<file path="src/rtl/stepper_ramp_controller_pkg.sv">
// Shared types, default parameter values and arithmetic helpers for the stepper ramp controller.
package stepper_ramp_controller_pkg;

    typedef enum logic [1:0] {
        ST_IDLE  = 2'd0,
        ST_SETUP = 2'd1,
        ST_RUN   = 2'd2
    } chan_state_t;

    localparam int             DEF_N_CH      = 2;
    localparam int             DEF_SPEED_W   = 10;
    localparam int             DEF_MAX_SPEED = 511;
    localparam int             DEF_ACC_W     = 20;
    localparam int             DEF_ACCEL     = 4;
    localparam int             DEF_RAMP_DIV  = 1000;
    localparam int             DEF_STEP_HI   = 200;
    localparam int             DEF_DIR_SETUP = 100;
    localparam int             DEF_POS_W     = 32;
    localparam logic [2:0]     DEF_MICROSTEP = 3'b000;

    function automatic int abs_int(input int v);
        return (v < 0) ? -v : v;
    endfunction

    // Symmetric clip so the most-negative code cannot exceed the positive limit.
    function automatic int clip_speed(input int v, input int max_s);
        if (v > max_s)  return max_s;
        if (v < -max_s) return -max_s;
        return v;
    endfunction

endpackage

</file>
<file path="src/rtl/stepper_ramp_controller_if.sv">
// Speed command port: all channel targets travel together on one valid/ready beat.
interface stepper_ramp_controller_if #(
    parameter int N_CH    = 2,
    parameter int SPEED_W = 10
);
    logic                          cmd_valid;
    logic                          cmd_ready;
    logic [N_CH-1:0][SPEED_W-1:0]  cmd_speed;

    modport master (output cmd_valid, output cmd_speed, input cmd_ready);
    modport slave  (input cmd_valid, input cmd_speed, output cmd_ready);
endinterface

</file>
<file path="src/rtl/stepper_ramp_controller_channel.sv">
// One motor channel: direction FSM, bounded-acceleration ramp, NCO step generator,
// fixed-width pulse stretcher and signed position counter.
module stepper_ramp_controller_channel
    import stepper_ramp_controller_pkg::*;
#(
    parameter int SPEED_W   = DEF_SPEED_W,
    parameter int ACC_W     = DEF_ACC_W,
    parameter int ACCEL     = DEF_ACCEL,
    parameter int STEP_HI   = DEF_STEP_HI,
    parameter int DIR_SETUP = DEF_DIR_SETUP,
    parameter int POS_W     = DEF_POS_W
) (
    input  logic                      clock,
    input  logic                      reset,
    input  logic                      tick_i,
    input  logic signed [SPEED_W-1:0] target_i,
    output logic                      step_o,
    output logic                      dir_o,
    output logic [POS_W-1:0]          position_o,
    output logic                      busy_o
);
    localparam int SU_W = $clog2(DIR_SETUP + 1);
    localparam int HI_W = $clog2(STEP_HI + 1);
    localparam logic [SPEED_W-1:0] ACCEL_M = SPEED_W'(ACCEL);

    chan_state_t          state_q, state_d;
    logic [SPEED_W-1:0]   cur_mag_q, cur_mag_d, ramp_mag, tgt_mag;
    logic [ACC_W-1:0]     acc_q, acc_d;
    logic [ACC_W:0]       acc_sum;
    logic                 dir_q, dir_d, step_q, step_d;
    logic [SU_W-1:0]      setup_q, setup_d;
    logic [HI_W-1:0]      hi_q, hi_d;
    logic [POS_W-1:0]     pos_q, pos_d;
    logic                 tgt_nz, tgt_fwd;

    assign tgt_nz  = (target_i != '0);
    assign tgt_fwd = ~target_i[SPEED_W-1];
    assign tgt_mag = SPEED_W'(abs_int(int'(target_i)));
    assign acc_sum = {1'b0, acc_q} + (ACC_W+1)'(cur_mag_q);

    always_ff @(posedge clock) begin
        if (reset) begin
            state_q   <= ST_IDLE;
            cur_mag_q <= '0;
            acc_q     <= '0;
            dir_q     <= 1'b0;
            setup_q   <= '0;
            step_q    <= 1'b0;
            hi_q      <= '0;
            pos_q     <= '0;
        end else begin
            state_q   <= state_d;
            cur_mag_q <= cur_mag_d;
            acc_q     <= acc_d;
            dir_q     <= dir_d;
            setup_q   <= setup_d;
            step_q    <= step_d;
            hi_q      <= hi_d;
            pos_q     <= pos_d;
        end
    end

    always_comb begin
        state_d   = state_q;
        cur_mag_d = cur_mag_q;
        acc_d     = acc_q;
        dir_d     = dir_q;
        setup_d   = setup_q;
        step_d    = step_q;
        hi_d      = hi_q;
        pos_d     = pos_q;

        // Opposite-sign or zero targets always decelerate first, so reversal passes through 0.
        if (tgt_nz && (tgt_fwd == dir_q)) begin
            if (cur_mag_q < tgt_mag)
                ramp_mag = (tgt_mag - cur_mag_q > ACCEL_M) ? cur_mag_q + ACCEL_M : tgt_mag;
            else if (cur_mag_q > tgt_mag)
                ramp_mag = (cur_mag_q - tgt_mag > ACCEL_M) ? cur_mag_q - ACCEL_M : tgt_mag;
            else
                ramp_mag = cur_mag_q;
        end else begin
            ramp_mag = (cur_mag_q > ACCEL_M) ? cur_mag_q - ACCEL_M : '0;
        end

        case (state_q)
            ST_IDLE: begin
                cur_mag_d = '0;
                acc_d     = '0;
                // Hold direction until a trailing pulse has finished.
                if (tgt_nz && !step_q) begin
                    dir_d = tgt_fwd;
                    if (tgt_fwd != dir_q) begin
                        setup_d = SU_W'(DIR_SETUP);
                        state_d = ST_SETUP;
                    end else begin
                        state_d = ST_RUN;
                    end
                end
            end
            ST_SETUP: begin
                if (!tgt_nz)
                    state_d = ST_IDLE;
                else if (setup_q == '0)
                    state_d = ST_RUN;
                else
                    setup_d = setup_q - SU_W'(1);
            end
            ST_RUN: begin
                acc_d = acc_sum[ACC_W-1:0];
                if (tick_i)
                    cur_mag_d = ramp_mag;
                if ((cur_mag_q == '0) && (!tgt_nz || (tgt_fwd != dir_q)))
                    state_d = ST_IDLE;
            end
            default: state_d = ST_IDLE;
        endcase

        if (step_q) begin
            if (hi_q == '0)
                step_d = 1'b0;
            else
                hi_d = hi_q - HI_W'(1);
        end else if ((state_q == ST_RUN) && acc_sum[ACC_W]) begin
            step_d = 1'b1;
            hi_d   = HI_W'(STEP_HI - 1);
            pos_d  = dir_q ? pos_q + POS_W'(1) : pos_q - POS_W'(1);
        end
    end

    assign step_o     = step_q;
    assign dir_o      = dir_q;
    assign position_o = pos_q;
    assign busy_o     = (state_q != ST_IDLE);

endmodule

</file>
<file path="src/rtl/stepper_ramp_controller.sv">
// N-channel stepper controller: command capture with clipping, shared ramp divider,
// driver enable and microstep tie-off around N independent channel engines.
module stepper_ramp_controller
    import stepper_ramp_controller_pkg::*;
#(
    parameter int         N_CH      = DEF_N_CH,
    parameter int         SPEED_W   = DEF_SPEED_W,
    parameter int         MAX_SPEED = DEF_MAX_SPEED,
    parameter int         ACC_W     = DEF_ACC_W,
    parameter int         ACCEL     = DEF_ACCEL,
    parameter int         RAMP_DIV  = DEF_RAMP_DIV,
    parameter int         STEP_HI   = DEF_STEP_HI,
    parameter int         DIR_SETUP = DEF_DIR_SETUP,
    parameter int         POS_W     = DEF_POS_W,
    parameter logic [2:0] MICROSTEP = DEF_MICROSTEP
) (
    input  logic                        clock,
    input  logic                        reset,
    input  logic                        run_en,
    stepper_ramp_controller_if.slave    cmd,
    output logic [N_CH-1:0]             step,
    output logic [N_CH-1:0]             dir,
    output logic                        en_n,
    output logic [2:0]                  ms,
    output logic [N_CH-1:0][POS_W-1:0]  position,
    output logic [N_CH-1:0]             busy
);
    localparam int DIV_W = (RAMP_DIV > 1) ? $clog2(RAMP_DIV) : 1;

    logic [DIV_W-1:0] div_q, div_d;
    logic             tick, cmd_ready, cmd_fire, en_n_q, en_n_d;

    assign cmd_ready     = ~reset;
    assign cmd.cmd_ready = cmd_ready;
    assign cmd_fire      = cmd.cmd_valid & cmd_ready;

    assign tick  = (div_q == DIV_W'(RAMP_DIV - 1));
    assign div_d = tick ? '0 : div_q + DIV_W'(1);

    assign en_n_d = ~(run_en | (|busy));

    always_ff @(posedge clock) begin
        if (reset) begin
            div_q  <= '0;
            en_n_q <= 1'b1;
        end else begin
            div_q  <= div_d;
            en_n_q <= en_n_d;
        end
    end

    generate
        for (genvar gi = 0; gi < N_CH; gi++) begin : g_ch
            logic signed [SPEED_W-1:0] target_q, target_d, eff_target;

            assign target_d   = SPEED_W'(clip_speed(int'($signed(cmd.cmd_speed[gi])), MAX_SPEED));
            assign eff_target = run_en ? target_q : '0;

            always_ff @(posedge clock) begin
                if (reset)
                    target_q <= '0;
                else if (cmd_fire)
                    target_q <= target_d;
            end

            stepper_ramp_controller_channel #(
                .SPEED_W   (SPEED_W),
                .ACC_W     (ACC_W),
                .ACCEL     (ACCEL),
                .STEP_HI   (STEP_HI),
                .DIR_SETUP (DIR_SETUP),
                .POS_W     (POS_W)
            ) u_channel (
                .clock      (clock),
                .reset      (reset),
                .tick_i     (tick),
                .target_i   (eff_target),
                .step_o     (step[gi]),
                .dir_o      (dir[gi]),
                .position_o (position[gi]),
                .busy_o     (busy[gi])
            );
        end
    endgenerate

    assign en_n = en_n_q;
    assign ms   = MICROSTEP;

endmodule

</file>
<file path="src/flat_wrapper.sv">
// flat-port wrapper written by rule: the top's interface ports become plain ports
module stepper_ramp_controller_flat import stepper_ramp_controller_pkg::*;
#(
    parameter int         N_CH      = DEF_N_CH,
    parameter int         SPEED_W   = DEF_SPEED_W,
    parameter int         MAX_SPEED = DEF_MAX_SPEED,
    parameter int         ACC_W     = DEF_ACC_W,
    parameter int         ACCEL     = DEF_ACCEL,
    parameter int         RAMP_DIV  = DEF_RAMP_DIV,
    parameter int         STEP_HI   = DEF_STEP_HI,
    parameter int         DIR_SETUP = DEF_DIR_SETUP,
    parameter int         POS_W     = DEF_POS_W,
    parameter logic [2:0] MICROSTEP = DEF_MICROSTEP
)
  (clock, reset, run_en, step, dir, en_n, ms, position, busy, cmd_cmd_valid, cmd_cmd_speed, cmd_cmd_ready);
  stepper_ramp_controller_if #(.N_CH(N_CH), .SPEED_W(SPEED_W)) cmd_i ();
  input  logic clock;
  input  logic reset;
  input  logic run_en;
  output logic [N_CH-1:0] step;
  output logic [N_CH-1:0] dir;
  output logic en_n;
  output logic [2:0] ms;
  output logic [N_CH-1:0][POS_W-1:0] position;
  output logic [N_CH-1:0] busy;
  input wire logic [$bits(cmd_i.cmd_valid)-1:0] cmd_cmd_valid;
  input wire logic [$bits(cmd_i.cmd_speed)-1:0] cmd_cmd_speed;
  output wire logic [$bits(cmd_i.cmd_ready)-1:0] cmd_cmd_ready;
  assign cmd_i.cmd_valid = cmd_cmd_valid;
  assign cmd_i.cmd_speed = cmd_cmd_speed;
  assign cmd_cmd_ready = cmd_i.cmd_ready;
  stepper_ramp_controller #(.N_CH(N_CH), .SPEED_W(SPEED_W), .MAX_SPEED(MAX_SPEED), .ACC_W(ACC_W), .ACCEL(ACCEL), .RAMP_DIV(RAMP_DIV), .STEP_HI(STEP_HI), .DIR_SETUP(DIR_SETUP), .POS_W(POS_W), .MICROSTEP(MICROSTEP)) u_core (.clock(clock), .reset(reset), .run_en(run_en), .cmd(cmd_i), .step(step), .dir(dir), .en_n(en_n), .ms(ms), .position(position), .busy(busy));
endmodule
</file>
<file path="config.mk">
export PLATFORM = sky130hd
export DESIGN_NAME = stepper_ramp_controller_flat
export DESIGN_NICKNAME = d
export VERILOG_FILES = /design/src/rtl/stepper_ramp_controller_pkg.sv /design/src/rtl/stepper_ramp_controller_if.sv /design/src/rtl/stepper_ramp_controller_channel.sv /design/src/rtl/stepper_ramp_controller.sv /design/src/flat_wrapper.sv
export SDC_FILE = /design/constraint.sdc
export NUM_CORES = 1
export LEC_CHECK = 0
export ABC_CLOCK_PERIOD_IN_PS = 9100
export CAP_MARGIN = 30
export CORE_UTILIZATION = 60
export CTS_BUF_LIST = sky130_fd_sc_hd__clkbuf_8
export DETAILED_ROUTE_END_ITERATION = 8
export GPL_ROUTABILITY_DRIVEN = 1
export PLACE_DENSITY = 0.79
export SLEW_MARGIN = 20
export SYNTH_ARGS = -nofsm -noshare
export SYNTH_HDL_FRONTEND = slang
export SYNTH_SLANG_ARGS = --single-unit
</file>
<file path="constraint.sdc">
create_clock -name clock -period 9.1 [get_ports clock]
set_input_delay 1.365 -clock clock [delete_from_list [all_inputs] [get_ports clock]]
set_output_delay 1.365 -clock clock [all_outputs]
set_load 0.01 [all_outputs]
</file>
==> flow_metrics.tcl <==
set metrics [dict create \
    ctsResizeCount 0 \
    rd_place_congestion 0.952 \
    grt_first_pass_wirelength_microns 57000 \
    worst_hold_path_type "reg -> reg" \
    pin_count_of_the_biggest_net_entering_global_routing 72 \
    fin_skew_ps 19.7 \
    fp.dieH_microns 157 \
    netlist_area_sq_mm 0.0144 \
    i_o_pins 99 \
    cts.sink_count 193 \
    final_min_period_over_clock_period_pct 65.2 \
    first_global_vias 12300 \
    max_slew_margin_pct 45.7 \
    layout-drive-gt1-share_pct 4.14 \
    die-width_microns 157 \
    post-route-cell-area_sq_mm 0.0159 \
    setup.worst_path.class "in -> reg" \
    highest_layer "met4" \
    synthMuxAreaShare_pct 0.806 \
    globalRoute.totalOverflow 0 \
    drt_wl_total_microns 34700 \
    synth.yosys.seq_area_share_pct 26.7 \
    h-tree-depth 4 \
    dr.first_iter.drc_count 916 \
    route.layer.met1.wl_microns 16700 \
    wl_met2_microns 15600 \
    io_buffers 95 \
    run_status "finished clean" \
    fp.coreArea_sq_mm 0.0235 \
    drc_errors 0 \
    cts_made_buffers 17 \
    crit_slowest_cell "sky130_fd_sc_hd__clkdlybuf4s50_1" \
    vias_per_cell 5.99 \
    starting_density_of_the_core_pct 61.4 \
    synthAdderAreaFrac_pct 12.7 \
    finalSetupViolations 0 \
    synth_top_family_by_area "simple AND/OR/NAND/NOR gates" \
    critPathCapture "u_core.g_ch[0].u_channel.cur_mag_q[5]" \
    hold_viol 0 \
    worstPathCellList "clkdlybuf4s50_1 -> inv_1 -> o21ai_0 -> nand2_1 -> xor2_1 -> nor2_1 -> ha_1 -> and4_1 -> and2_1 -> o21ai_1 -> a31oi_2 -> a2111oi_2 -> and2_2 -> nand2_1 -> a211oi_1 -> a211o_1" \
    critPathMaxStageDelay_ps 930 \
    max_capacitance_violation_count 0 \
    num_vias 13300 \
    wl_met3_microns 1700 \
    ctsRootBufferMaster "sky130_fd_sc_hd__clkbuf_8" \
    final_hpwl_dp_microns 24900 \
    clkTransAtPathRegs_ps 90 \
    postSynthRegisterBits 193 \
    cts_setup_buffers 0 \
    setup_tns_final_ps 0 \
    placement_rows 56 \
    worst_ir_drop_vdd_uv 100 \
    simple_gate_share_of_the_synthesized_area_pct 23.6 \
    layout.cells.most_common "sky130_fd_sc_hd__dfxtp_1" \
    first_pass_iters 7 \
    regToRegSetupSlack_ps 4870 \
    holdCritStartpoint "u_core.g_ch[0].u_channel.acc_q[9]" \
    reg2regPathDepth 16 \
    synth.distinct_cells 92 \
    crit-reg2reg-launch "u_core.g_ch[0].target_q[0]" \
    timing.rr.end "u_core.g_ch[0].u_channel.cur_mag_q[5]" \
    groute.usage.overall_pct 28.0 \
    category_of_the_worst_setup_path_launch_point "input pin" \
    die_area_sq_mm 0.0247 \
    syn_avg_cell_area_sq_um 7.82 \
    cts_tree "done" \
    synth-async-reset-ratio_pct 0 \
    power_leakage_nw 6.35 \
    antenna_violations_before_repair 0 \
    crit_path_start "run_en" \
    cts_max_path_buffers 2 \
    power_density_mw_per_mm2 136 \
    synth_compound_gate_area_share_pct 22.2 \
    maxSlewViolCount 0 \
    crit_path_max_fanout 17 \
    worst_skew_pair.late_latency_ps 480 \
    antenna-diode-count 0 \
    critical_path_required_ps 9520 \
    detailed_place.area_sq_mm 0.0155 \
    layout.cells.most_common_list "sky130_fd_sc_hd__dfxtp_1, sky130_fd_sc_hd__a21oi_1, sky130_fd_sc_hd__nand2_1, sky130_fd_sc_hd__nor2_1, sky130_fd_sc_hd__ha_1" \
    critical_path_arrival_ps 6350 \
    post_synth_inst_count 1848 \
    synth_edf_count 0 \
    hold_buffers 0 \
    rsz0062_at_grt "no" \
    nets 2064 \
    clock.fmax_mhz 169 \
    area_growth_syn_to_layout_pct 10.1 \
    crit_path_capture_type "flop" \
    detail_route_antenna_nets 0 \
    wire_per_inst_microns 15.6 \
    synthFlopType "sky130_fd_sc_hd__dfxtp_1" \
    yosys_warnings 0 \
    period_minus_slack_ps 5930 \
    path_common_cell "sky130_fd_sc_hd__nand2_1" \
    yosys.area_share.xor_xnor_pct 9.34 \
    tightestPinTransition_ps 812 \
]
critical path, delay by kind of cell:
family	cells	cell delay [ps]
xor+xnor	1	170
buf+inv	2	1370
fa+ha+maj	1	390
compound gates	6	1840
simple gates	6	1210
power breakdown:
group          switching, mW  internal [mW]
registers             0.0467          0.875
logic                  0.421          0.277
clock network          0.319          0.223
total                  0.787           1.37
per-layer routing:
metal	GRT usage [%]	up-vias
met2	45.9	365
met3	3.91	63
met1	37.6	6221
met5	0	-
li1	-	6691
met4	9.34	0
cell families after synthesis:
kind of cell	after synthesis
adder cells (fa/ha/maj)	143
buffers and inverters	160
other	1
multiplexers	11
AND/OR/NAND/NOR	699
AO/OA/AOI/OAI	487
flip-flops	193
XOR/XNOR	154
layout make-up:
type                    instances  area, sq um
well taps                     319          399
flip-flops and latches        193         3860
clock buffers                  18          248
clock inverters                13          114
fillers                      2078         7640
repair buffers                106         1040
multi-input cells            1497         9930
inverters                      82          308
sequential cells by signal, summed over array words and instances, names as in the netlist, 2 cells and up:
name                              cells
u_core.div_q                         10
u_core.g_ch.target_q                 20
u_core.g_ch.u_channel.acc_q          40
u_core.g_ch.u_channel.cur_mag_q      20
u_core.g_ch.u_channel.dir_o           2
u_core.g_ch.u_channel.hi_q           16
u_core.g_ch.u_channel.position_o     64
u_core.g_ch.u_channel.setup_q        14
u_core.g_ch.u_channel.state_q         4
u_core.g_ch.u_channel.step_o          2
cell usage after synthesis, drive strengths merged (33+ instances only):
| cell type | n | area share, % |
|---|---|---|
| nand2 | 194 | 5.1 |
| dfxtp | 193 | 27 |
| a21oi | 192 | 6.7 |
| nor2 | 180 | 4.7 |
| ha | 137 | 12 |
| xnor2 | 89 | 5.4 |
| inv | 82 | 2.1 |
| nand3 | 69 | 2.4 |
| xor2 | 65 | 3.9 |
| o21ai | 62 | 2.1 |
| nor3 | 53 | 1.9 |
| clkbuf | 46 | 1.2 |
| nand2b | 37 | 1.6 |
| a21o | 33 | 1.7 |
how the worst min path moves through the flow:
stage	end	slack, ps	cells after the start
global placement	u_core.div_q[0]	440	1
detailed placement	u_core.g_ch[0].u_channel.acc_q[9]	450	2
floorplan	u_core.div_q[0]	430	1
finish	u_core.g_ch[0].u_channel.acc_q[9]	460	2
CTS	u_core.g_ch[0].u_channel.acc_q[9]	470	2
global route	u_core.g_ch[0].u_channel.acc_q[7]	490	2
metrics by stage:
step	power (mW)	hold WS, ps	util [%]	instances	worst slack, ps
6_report	2.16	464	67.5	2228	3170
3_3_place_gp	1.60	441	65.9	2196	3040
5_1_grt	2.28	494	67.5	2228	2850
2_1_floorplan	1.48	426	-	1850	3960
3_5_place_dp	1.62	452	66.0	2197	2830
4_1_cts	2.16	466	67.5	2228	3310
Note: power is estimated with default switching activity, not from simulation.
